--- config.mk ---
export PLATFORM = sky130hd
export DESIGN_NAME = tim5_etb_router
export DESIGN_NICKNAME = d
export VERILOG_FILES = /design/src/rtl/tim5_etb_pkg.sv /design/src/rtl/tim5_etb_chan.sv /design/src/rtl/tim5_etb_router.sv
export SDC_FILE = /design/constraint.sdc
export NUM_CORES = 1
export LEC_CHECK = 0
export ABC_AREA = 1
export CELL_PAD_IN_SITES_DETAIL_PLACEMENT = 1
export CELL_PAD_IN_SITES_GLOBAL_PLACEMENT = 2
export CORE_ASPECT_RATIO = 1.4
export CORE_MARGIN = 1.5
export CORE_UTILIZATION = 28
export DETAILED_ROUTE_END_ITERATION = 7
export PLACE_DENSITY_LB_ADDON = 0.08
export SETUP_SLACK_MARGIN = 0.02
export SKIP_LAST_GASP = 1
export SYNTH_ARGS = -nofsm -noshare
export SYNTH_HDL_FRONTEND = slang
export SYNTH_SLANG_ARGS = --single-unit
--- constraint.sdc ---
create_clock -name pclk -period 2.8 [get_ports pclk]
set_input_delay 0.28 -clock pclk [delete_from_list [all_inputs] [get_ports pclk]]
set_output_delay 0.28 -clock pclk [all_outputs]
set_load 0.05 [all_outputs]
--- src/rtl/tim5_etb_pkg.sv ---
// Shared constants for the tim5 event-trigger router: APB register offsets,
// CFG field layout and the fixed channel-to-destination assignment.
package tim5_etb_pkg;

  localparam logic [11:0] REG_EN       = 12'h000;
  localparam logic [11:0] REG_CFG_BASE = 12'h004;
  localparam logic [11:0] REG_SWTRIG   = 12'h040;
  localparam logic [11:0] REG_STATUS   = 12'h044;
  localparam logic [11:0] REG_INTEN    = 12'h048;

  localparam int CFG_SRC_LSB  = 0;
  localparam int CFG_SRC_W    = 5;
  localparam int CFG_EDGE_BIT = 8;

  localparam int TIM1_ON  = 0;
  localparam int TIM1_OFF = 1;
  localparam int TIM2_ON  = 2;
  localparam int TIM2_OFF = 3;

  // CFG_c lives at CFG_BASE + 4*c; slots that would reach SWTRIG are not decoded.
  function automatic logic [11:0] cfg_addr(input int c);
    return REG_CFG_BASE + 12'(4 * c);
  endfunction

endpackage

--- src/rtl/tim5_etb_chan.sv ---
// One router channel: source select, edge qualify, SW-trigger merge,
// registered one-cycle destination pulse and sticky W1C status (set wins).
import tim5_etb_pkg::*;

module tim5_etb_chan #(
  parameter int NSRC = 8
) (
  input  logic                 pclk,
  input  logic                 preset,
  input  logic                 i_en,
  input  logic [CFG_SRC_W-1:0] i_src_sel,
  input  logic                 i_edge,
  input  logic [NSRC-1:0]      i_src_trig,
  input  logic [NSRC-1:0]      i_src_q,
  input  logic                 i_sw,
  input  logic                 i_clr,
  output logic                 o_dst,
  output logic                 o_status
);

  logic w_cur;
  logic w_prev;
  logic w_hit;
  logic w_fire;
  logic r_dst;
  logic r_status;

  // Out-of-range selects leave both samples at 0, so no edge can appear.
  always_comb begin
    w_cur  = 1'b0;
    w_prev = 1'b0;
    for (int s = 0; s < NSRC; s++) begin
      if (i_src_sel == s[CFG_SRC_W-1:0]) begin
        w_cur  = i_src_trig[s];
        w_prev = i_src_q[s];
      end
    end
  end

  assign w_hit  = i_en & (i_edge ? (w_prev & ~w_cur) : (~w_prev & w_cur));
  assign w_fire = w_hit | (i_sw & i_en);

  always_ff @(posedge pclk) begin
    if (preset) begin
      r_dst    <= 1'b0;
      r_status <= 1'b0;
    end else begin
      r_dst    <= w_fire;
      r_status <= w_fire | (r_status & ~i_clr);
    end
  end

  assign o_dst    = r_dst;
  assign o_status = r_status;

endmodule

--- src/rtl/tim5_etb_router.sv ---
// Event-trigger router top: APB decode, EN/CFG/INTEN registers, source
// history register, read mux and registered interrupt around NCH channels.
import tim5_etb_pkg::*;

module tim5_etb_router #(
  parameter int NSRC = 8,
  parameter int NCH  = 4
) (
  input  logic            pclk,
  input  logic            preset,
  input  logic            psel,
  input  logic            penable,
  input  logic            pwrite,
  input  logic [11:0]     paddr,
  input  logic [31:0]     pwdata,
  output logic [31:0]     prdata,
  input  logic [NSRC-1:0] src_trig,
  output logic [NCH-1:0]  dst_trig,
  output logic            intr
);

  logic [11:0]          w_addr;
  logic                 w_wr;
  logic                 w_rd;
  logic [NCH-1:0]       w_sw_mask;
  logic [NCH-1:0]       w_clr_mask;
  logic [NCH-1:0]       w_status;
  logic                 w_unused;

  logic [NCH-1:0]       r_en;
  logic [NCH-1:0]       r_inten;
  logic [CFG_SRC_W-1:0] r_cfg_src [NCH];
  logic [NCH-1:0]       r_cfg_edge;
  logic [NSRC-1:0]      r_src_q;
  logic                 r_intr;

  assign w_addr   = {paddr[11:2], 2'b00};
  assign w_wr     = psel & penable & pwrite;
  assign w_rd     = psel & ~pwrite;
  assign w_unused = ^{paddr[1:0], pwdata};

  assign w_sw_mask  = (w_wr && w_addr == REG_SWTRIG) ? pwdata[NCH-1:0] : '0;
  assign w_clr_mask = (w_wr && w_addr == REG_STATUS) ? pwdata[NCH-1:0] : '0;

  always_ff @(posedge pclk) begin
    if (preset) begin
      r_en       <= '0;
      r_inten    <= '0;
      r_cfg_edge <= '0;
      for (int c = 0; c < NCH; c++) r_cfg_src[c] <= '0;
    end else if (w_wr) begin
      if (w_addr == REG_EN)    r_en    <= pwdata[NCH-1:0];
      if (w_addr == REG_INTEN) r_inten <= pwdata[NCH-1:0];
      for (int c = 0; c < NCH; c++) begin
        if (w_addr == cfg_addr(c) && cfg_addr(c) < REG_SWTRIG) begin
          r_cfg_src[c]  <= pwdata[CFG_SRC_LSB +: CFG_SRC_W];
          r_cfg_edge[c] <= pwdata[CFG_EDGE_BIT];
        end
      end
    end
  end

  // Loads through reset so a level present at release is not seen as an edge.
  always_ff @(posedge pclk) begin
    r_src_q <= src_trig;
  end

  always_ff @(posedge pclk) begin
    if (preset) r_intr <= 1'b0;
    else        r_intr <= |(w_status & r_inten);
  end

  for (genvar g = 0; g < NCH; g++) begin : g_chan
    tim5_etb_chan #(.NSRC(NSRC)) u_chan (
      .pclk       (pclk),
      .preset     (preset),
      .i_en       (r_en[g]),
      .i_src_sel  (r_cfg_src[g]),
      .i_edge     (r_cfg_edge[g]),
      .i_src_trig (src_trig),
      .i_src_q    (r_src_q),
      .i_sw       (w_sw_mask[g]),
      .i_clr      (w_clr_mask[g]),
      .o_dst      (dst_trig[g]),
      .o_status   (w_status[g])
    );
  end

  always_comb begin
    prdata = '0;
    if (w_rd) begin
      if (w_addr == REG_EN)     prdata[NCH-1:0] = r_en;
      if (w_addr == REG_STATUS) prdata[NCH-1:0] = w_status;
      if (w_addr == REG_INTEN)  prdata[NCH-1:0] = r_inten;
      for (int c = 0; c < NCH; c++) begin
        if (w_addr == cfg_addr(c) && cfg_addr(c) < REG_SWTRIG) begin
          prdata[CFG_SRC_LSB +: CFG_SRC_W] = r_cfg_src[c];
          prdata[CFG_EDGE_BIT]             = r_cfg_edge[c];
        end
      end
    end
  end

  assign intr = r_intr;

endmodule

**After elaboration in Yosys (flattened, before gate mapping)**

Memory sizes are Yosys's and may differ from the RTL's.
Cells that the tools add are included.

- RAM bits: 20
- Flip-flop bits (word level): 29
- Memories kept: 1
- Word-level logic and storage cells: 220
- Bits in latches: 0
- Bits of input ports: 57
- Bits in read-only memories: 0
- Output and inout port bits: 37

Memories:

| memory | words | bits a word | read ports | clocked after Yosys merged registers in | write ports | line | text |
|---|---|---|---|---|---|---|---|
| r_cfg_src | 4 | 5 | 4 | 0 | 4 | tim5_etb_router.sv:32 | `logic [CFG_SRC_W-1:0] r_cfg_src [NCH];` |

- $lt $le $gt $ge: 0
- Multiply operators: 0
- Equal/unequal tests: 35
- Add/sub/neg operators: 0
- Reduce and logical (&&, ||, !) cells: 14
- Bitwise operators: 49
- Shifts and indexed selects: 0
- Divide/modulo/power cells: 0
- Muxes and demuxes: 105

Operator list:

| cell | number |
|---|---|
| 1-bit two-way mux | 91 |
| 5-bit by 3-bit equality test with 1-bit output (second input constant) | 16 |
| 5-bit two-way mux | 9 |
| 5-bit by 2-bit equality test with 1-bit output (second input constant) | 8 |
| 10-bit by 5-bit equality test with 1-bit output (second input constant) | 3 |
| 1-bit AND | 23 |
| 10-bit by 2-bit equality test with 1-bit output (second input constant) | 2 |
| 5-bit by 1-bit equality test with 1-bit output (second input constant) | 4 |
| 5-bit zero test | 4 |
| 4-bit two-way mux | 5 |
| 1-bit inverter | 13 |
| 12-bit zero test | 1 |
| 1-bit bitwise OR | 12 |
| 2-bit AND reduction | 6 |
| 10-bit by 1-bit equality test with 1-bit output (second input constant) | 1 |
| 10-bit by 3-bit equality test with 1-bit output (second input constant) | 1 |
| 4-bit AND | 1 |
| 4-bit OR reduction | 1 |
| 1-bit logical AND | 2 |

**Depth between registers and ports, before layout**

An unclocked memory read counts as a cell.

- Depth in word-level cells: 16
- Mapped depth: 14
- Mapped depth without buffers: 14

**By module**

A second synthesis with hierarchy kept.

- Cell total of the unflattened synthesis: 522
- Area, all modules: 3530.9 um^2

Modules (own cells, without submodules):

| module | seq. area each (um^2) | cells an instance | area each (um^2) | times used |
|---|---|---|---|---|
| tim5_etb_router | 1021.0 | 278 | 2194.6 | 1 |
| tim5_etb_chan | 40.0 | 61 | 334.1 | 4 |

**Worst setup path before layout**

OpenSTA, ideal clock, no wires.

- Kind: input to output
- Start: in paddr[11]
- End: out prdata[4]
- Buffers on the path: 0
- Data arrival time: 2.126 ns
- Cell stages on the path: 7
- Required time: 2.520 ns
- Slack: 0.394 ns
- Path through: nor2_2 -> inv_2 -> nor2_4 -> nand2_1 -> o21ai_1 -> a221oi_1 -> a211oi_1

- Word-level cells in the longest chain between the ends: 6
- Elaborated cells on any way between the ends: 9
- Classes of those cells: eq/ne: 4; mux: 5

Ends and longest elaborated chain:

| what | line | text |
|---|---|---|
| start: declaration | tim5_etb_router.sv:14 | `input logic [11:0] paddr,` |
| 10-bit by 1-bit equality test with 1-bit output | tim5_etb_router.sv:96 | `if (w_addr == cfg_addr(c) && cfg_addr(c) < REG_SWTRIG) begin` |
| 5-bit two-way mux (3 in series) | tim5_etb_router.sv:96 |  |
| 5-bit two-way mux * | tim5_etb_router.sv:96 |  |
| 5-bit two-way mux * | tim5_etb_router.sv:91 | `if (w_rd) begin` |
| end: declaration | tim5_etb_router.sv:16 | `output logic [31:0] prdata,` |

Mark *: on every way between the ends. The rest lies on a longest branch, timed or not.

**Final worst setup path**

- Start: in paddr[2]
- End: out prdata[8]

- Word-level cells in the longest chain between the ends: 6
- Elaborated cells on any way between the ends: 9
- Classes of those cells: eq/ne: 4; mux: 5

Ends and longest elaborated chain:

| what | line |
|---|---|
| 10-bit by 1-bit equality test with 1-bit output | tim5_etb_router.sv:96 |
| 1-bit two-way mux (3 in series) | tim5_etb_router.sv:96 |
| 1-bit two-way mux * | tim5_etb_router.sv:96 |
| 1-bit two-way mux * | tim5_etb_router.sv:91 |

Marks and branches as above.

==> summary.md <==
| Metric | Value |
|---|---|
| Status | completed |
| CP Capture Point | prdata[8] |
| Detailed-route wire length | 11,400 um |
| Clock share of power | 37.6% |
| Critical path arrival | 2.18 ns |
| Crit end category | output pin |
| Antenna Cells | 0 |
| Switching pwr | 0.530 mW |
| Chip height | 132 um |
| Logic pwr share | 15.8% |
| Post-Synthesis Cells | 483 |
| Worst path max stage delay | 0.54 ns |
| Ports | 94 |
| Max-cap violations | 0 |
| Crit Path Class | in -> out |
| Largest family of logic cells by synthesized area | simple AND/OR/NAND/NOR gates |
| Leak pwr | 1.77 nW |
| Hold Violations, Final | 0 |
| Filler cells | 1,483 |
| Crit-path leading delay family | buffers and inverters |
| CTS H-tree depth | 2 |
| Vias per inst | 4.70 |
| Post-synthesis xor/xnor area fraction | 0% |
| Most used DFF post-synth | dfxtp_1 |
| Vias in the first global route | 3,269 |
| Worst min path class | in -> reg |
| Final period util | 87.8% |
| Endpoints failing setup | 0 |
| Crit start category | input port |
| VDD IR max | 0.213 mV |
| PortBufs | 39 |
| Crit path max fanout | 6 |
| Post-synthesis register bit count | 49 |
| WL/cell | 16.9 um |
| Root Buffer Master | clkbuf_16 |
| FF-to-FF setup slack | 0.98 ns |
| Sink Count | 49 |
| CP cell instances | clkdlybuf4s50_1, inv_2, nor3_2, nand2_1, inv_2, a21oi_1, o21ai_1, o21ai_1, nor2_1, buf_12 |
| Commonest non-fill, non-tap cell in the layout | nand2_1 |
| CTS tree | yes |
| Mux share of post-synthesis cell area | 0% |
| FF-to-FF Start | r_cfg_src[2][3] |
| Final Wtd Congestion | 0.834 |
| YS warnings | 0 |
| Setup TNS | 0 ns |
| Die width | 95.2 um |
| CTS Buffer Depth | 2 |
| Fmax | 0.407 GHz |
| Syn_area_per_cell | 6.91 um2 |
| Layout area overhead | 19.7% |
| Largest net degree at the start of global routing | 18 |
| First-pass GRT wire length | 17,400 um |
| Worst r2r path cells | 10 |
| RSZ-0062 raised after global routing | false |
| Die Area | 12,600 um2 |
| Post-synthesis compound-gate area fraction | 9.83% |
| Synth cell types | 34 |
| Initial Utilization | 28.5% |
| Worst setup path start | paddr[2] |
| Hold Buf Count CTS | 0 |
| Syn Std Cell Area | 3340 um2 |
| Post-synth EDFFs | 20 |
| Antenna Nets Post-Route | 0 |
| Reg-to-Reg End | g_chan[2].u_chan.o_status |
| Clk_lat worst skew | 0.30 ns |
| DP Wirelength | 9520 um |
| Total number of vias | 3,161 |
| Num CTS Buffers | 5 |
| Seq pwr share | 46.6% |
| Total gr overflow | 0 |
| Placeable Area | 11,700 um2 |
| DR iter-0 viols | 86 |
| Layout cell share with drive strength beyond 1 | 12.4% |
| Crit path time final | 2.46 ns |
| FFs w/ async S/R, synth | 0% |
| Slowest stage cell on the critical path | clkdlybuf4s50_1 |
| Sw Share | 31.2% |
| WP buf/inv | 4 |
| Rows | 47 |
| Pint | 1.17 mW |
| Post-CTS Setup Inserts | 0 |
| Synth Area in Simple Gates | 38.1% |
| Clock skew | 0.00582 ns |
| Initial antenna violation count | 0 |
| Gr usage total | 18.7% |
| Final nets | 581 |
| Worst-Margin Slew | 0.823 ns |
| Stages on the worst setup path | 10 |
| Count of pins over their slew limit | 0 |
| Clk slew on worst S/H paths | 0.07 ns |
| Commonest non-fill, non-tap cells in the layout | nand2_1, inv_1, nor2_1 |
| Part of the Yosys area used for sequential elements | 35.4% |
| Fin util | 34.1% |
| CP Data Required Time | 2.52 ns |
| Adder-cell area share of the yosys netlist | 0% |
| First-pass DRT Iterations | 4 |
| Post_cts resized | 0 |
| Pwr dens | 426 nW/um2 |
| # DRC | 0 |
| Relative slew slack | 44.5% |
registers in the layout, indices dropped and copies added (netlist names):
name / flops
r_inten: 4
r_cfg_edge: 4
g_chan.u_chan.o_dst: 4
r_src_q: 8
g_chan.u_chan.o_status: 4
r_en: 4
intr: 1
r_cfg_src: 20
Yosys cell counts, types with 4 or more instances:
cell type  count  share of area [%]
o21ai_1       14                2.1
inv_2         17                1.9
nor2_2        12                2.3
nor3_1         8                1.2
nand3_1       37                5.6
nor2_4         4                1.4
a21oi_1       16                2.4
nor2_1        61                6.9
dfxtp_1       29                 17
nor3_2         6                1.8
nand4_1       27                5.1
buf_4         30                6.8
o22ai_1        5               0.94
inv_1         67                7.5
edfxtp_1      20                 18
o21ai_0       10                1.5
nand2_1       94                 11
worst min path at each step:
stage,cells after the start,from,endpoint,slack [ns]
after floorplan,0,src_trig[0],r_src_q[0],0.31
after detailed placement,2,r_inten[1],r_inten[1],0.47
after global placement,2,g_chan[1].u_chan.o_status,g_chan[1].u_chan.o_status,0.46
after CTS,1,src_trig[3],r_src_q[3],0.46
final,1,src_trig[3],r_src_q[3],0.46
after global routing,1,src_trig[3],r_src_q[3],0.47
per-stage QoR:
step                setup slack (ns)  total power, mW  cells  hold WS (ns)  cell area [um2]
finish                         0.340             1.70    672         0.464             3990
global route                   0.145             1.77    672         0.474             3990
CTS                            0.293             1.73    672         0.462             3990
detailed placement             0.293             1.08    664         0.465             3840
global placement               0.294             1.08    664         0.459             3840
floorplan                      0.394             1.00    508         0.308             3430
power groups by stage:
stage               Combinational, mW  Sequential [mW]  Clock (mW)
CTS                             0.271            0.794       0.664
floorplan                       0.202            0.798           0
global route                    0.292            0.797       0.680
finish                          0.269            0.794       0.640
detailed placement              0.270            0.810           0
global placement                0.267            0.810           0
cells by family (layout without fill, tap and decap cells):
logic type             after synthesis  in the layout
flip-flops                          49             49
AND/OR/NAND/NOR                    260            260
AO/OA/AOI/OAI                       56             56
buffers and inverters              117            134
other                                1             26
layout make-up:
type | instances | area (um2) | area share [%]
Timing Repair Buffer | 41 | 465 | 11.7
Tap cell | 147 | 184 | 4.61
Multi-Input combinational cell | 342 | 1700 | 42.4
Sequential cell | 49 | 1180 | 29.6
Clock buffer | 5 | 125 | 3.13
Inverter | 85 | 319 | 7.99
Clock inverter | 3 | 23.8 | 0.595
metal layers:
layer  up-vias  GRT usage, %  part of all wire (%)
met5         -             0                     0
met3        23          2.31                   2.3
met1      1470          20.2                    39
li1       1603             -                     -
met4         0          7.38                   3.3
met2        65          35.5                    55
Note: power is estimated with default switching activity, not from simulation.
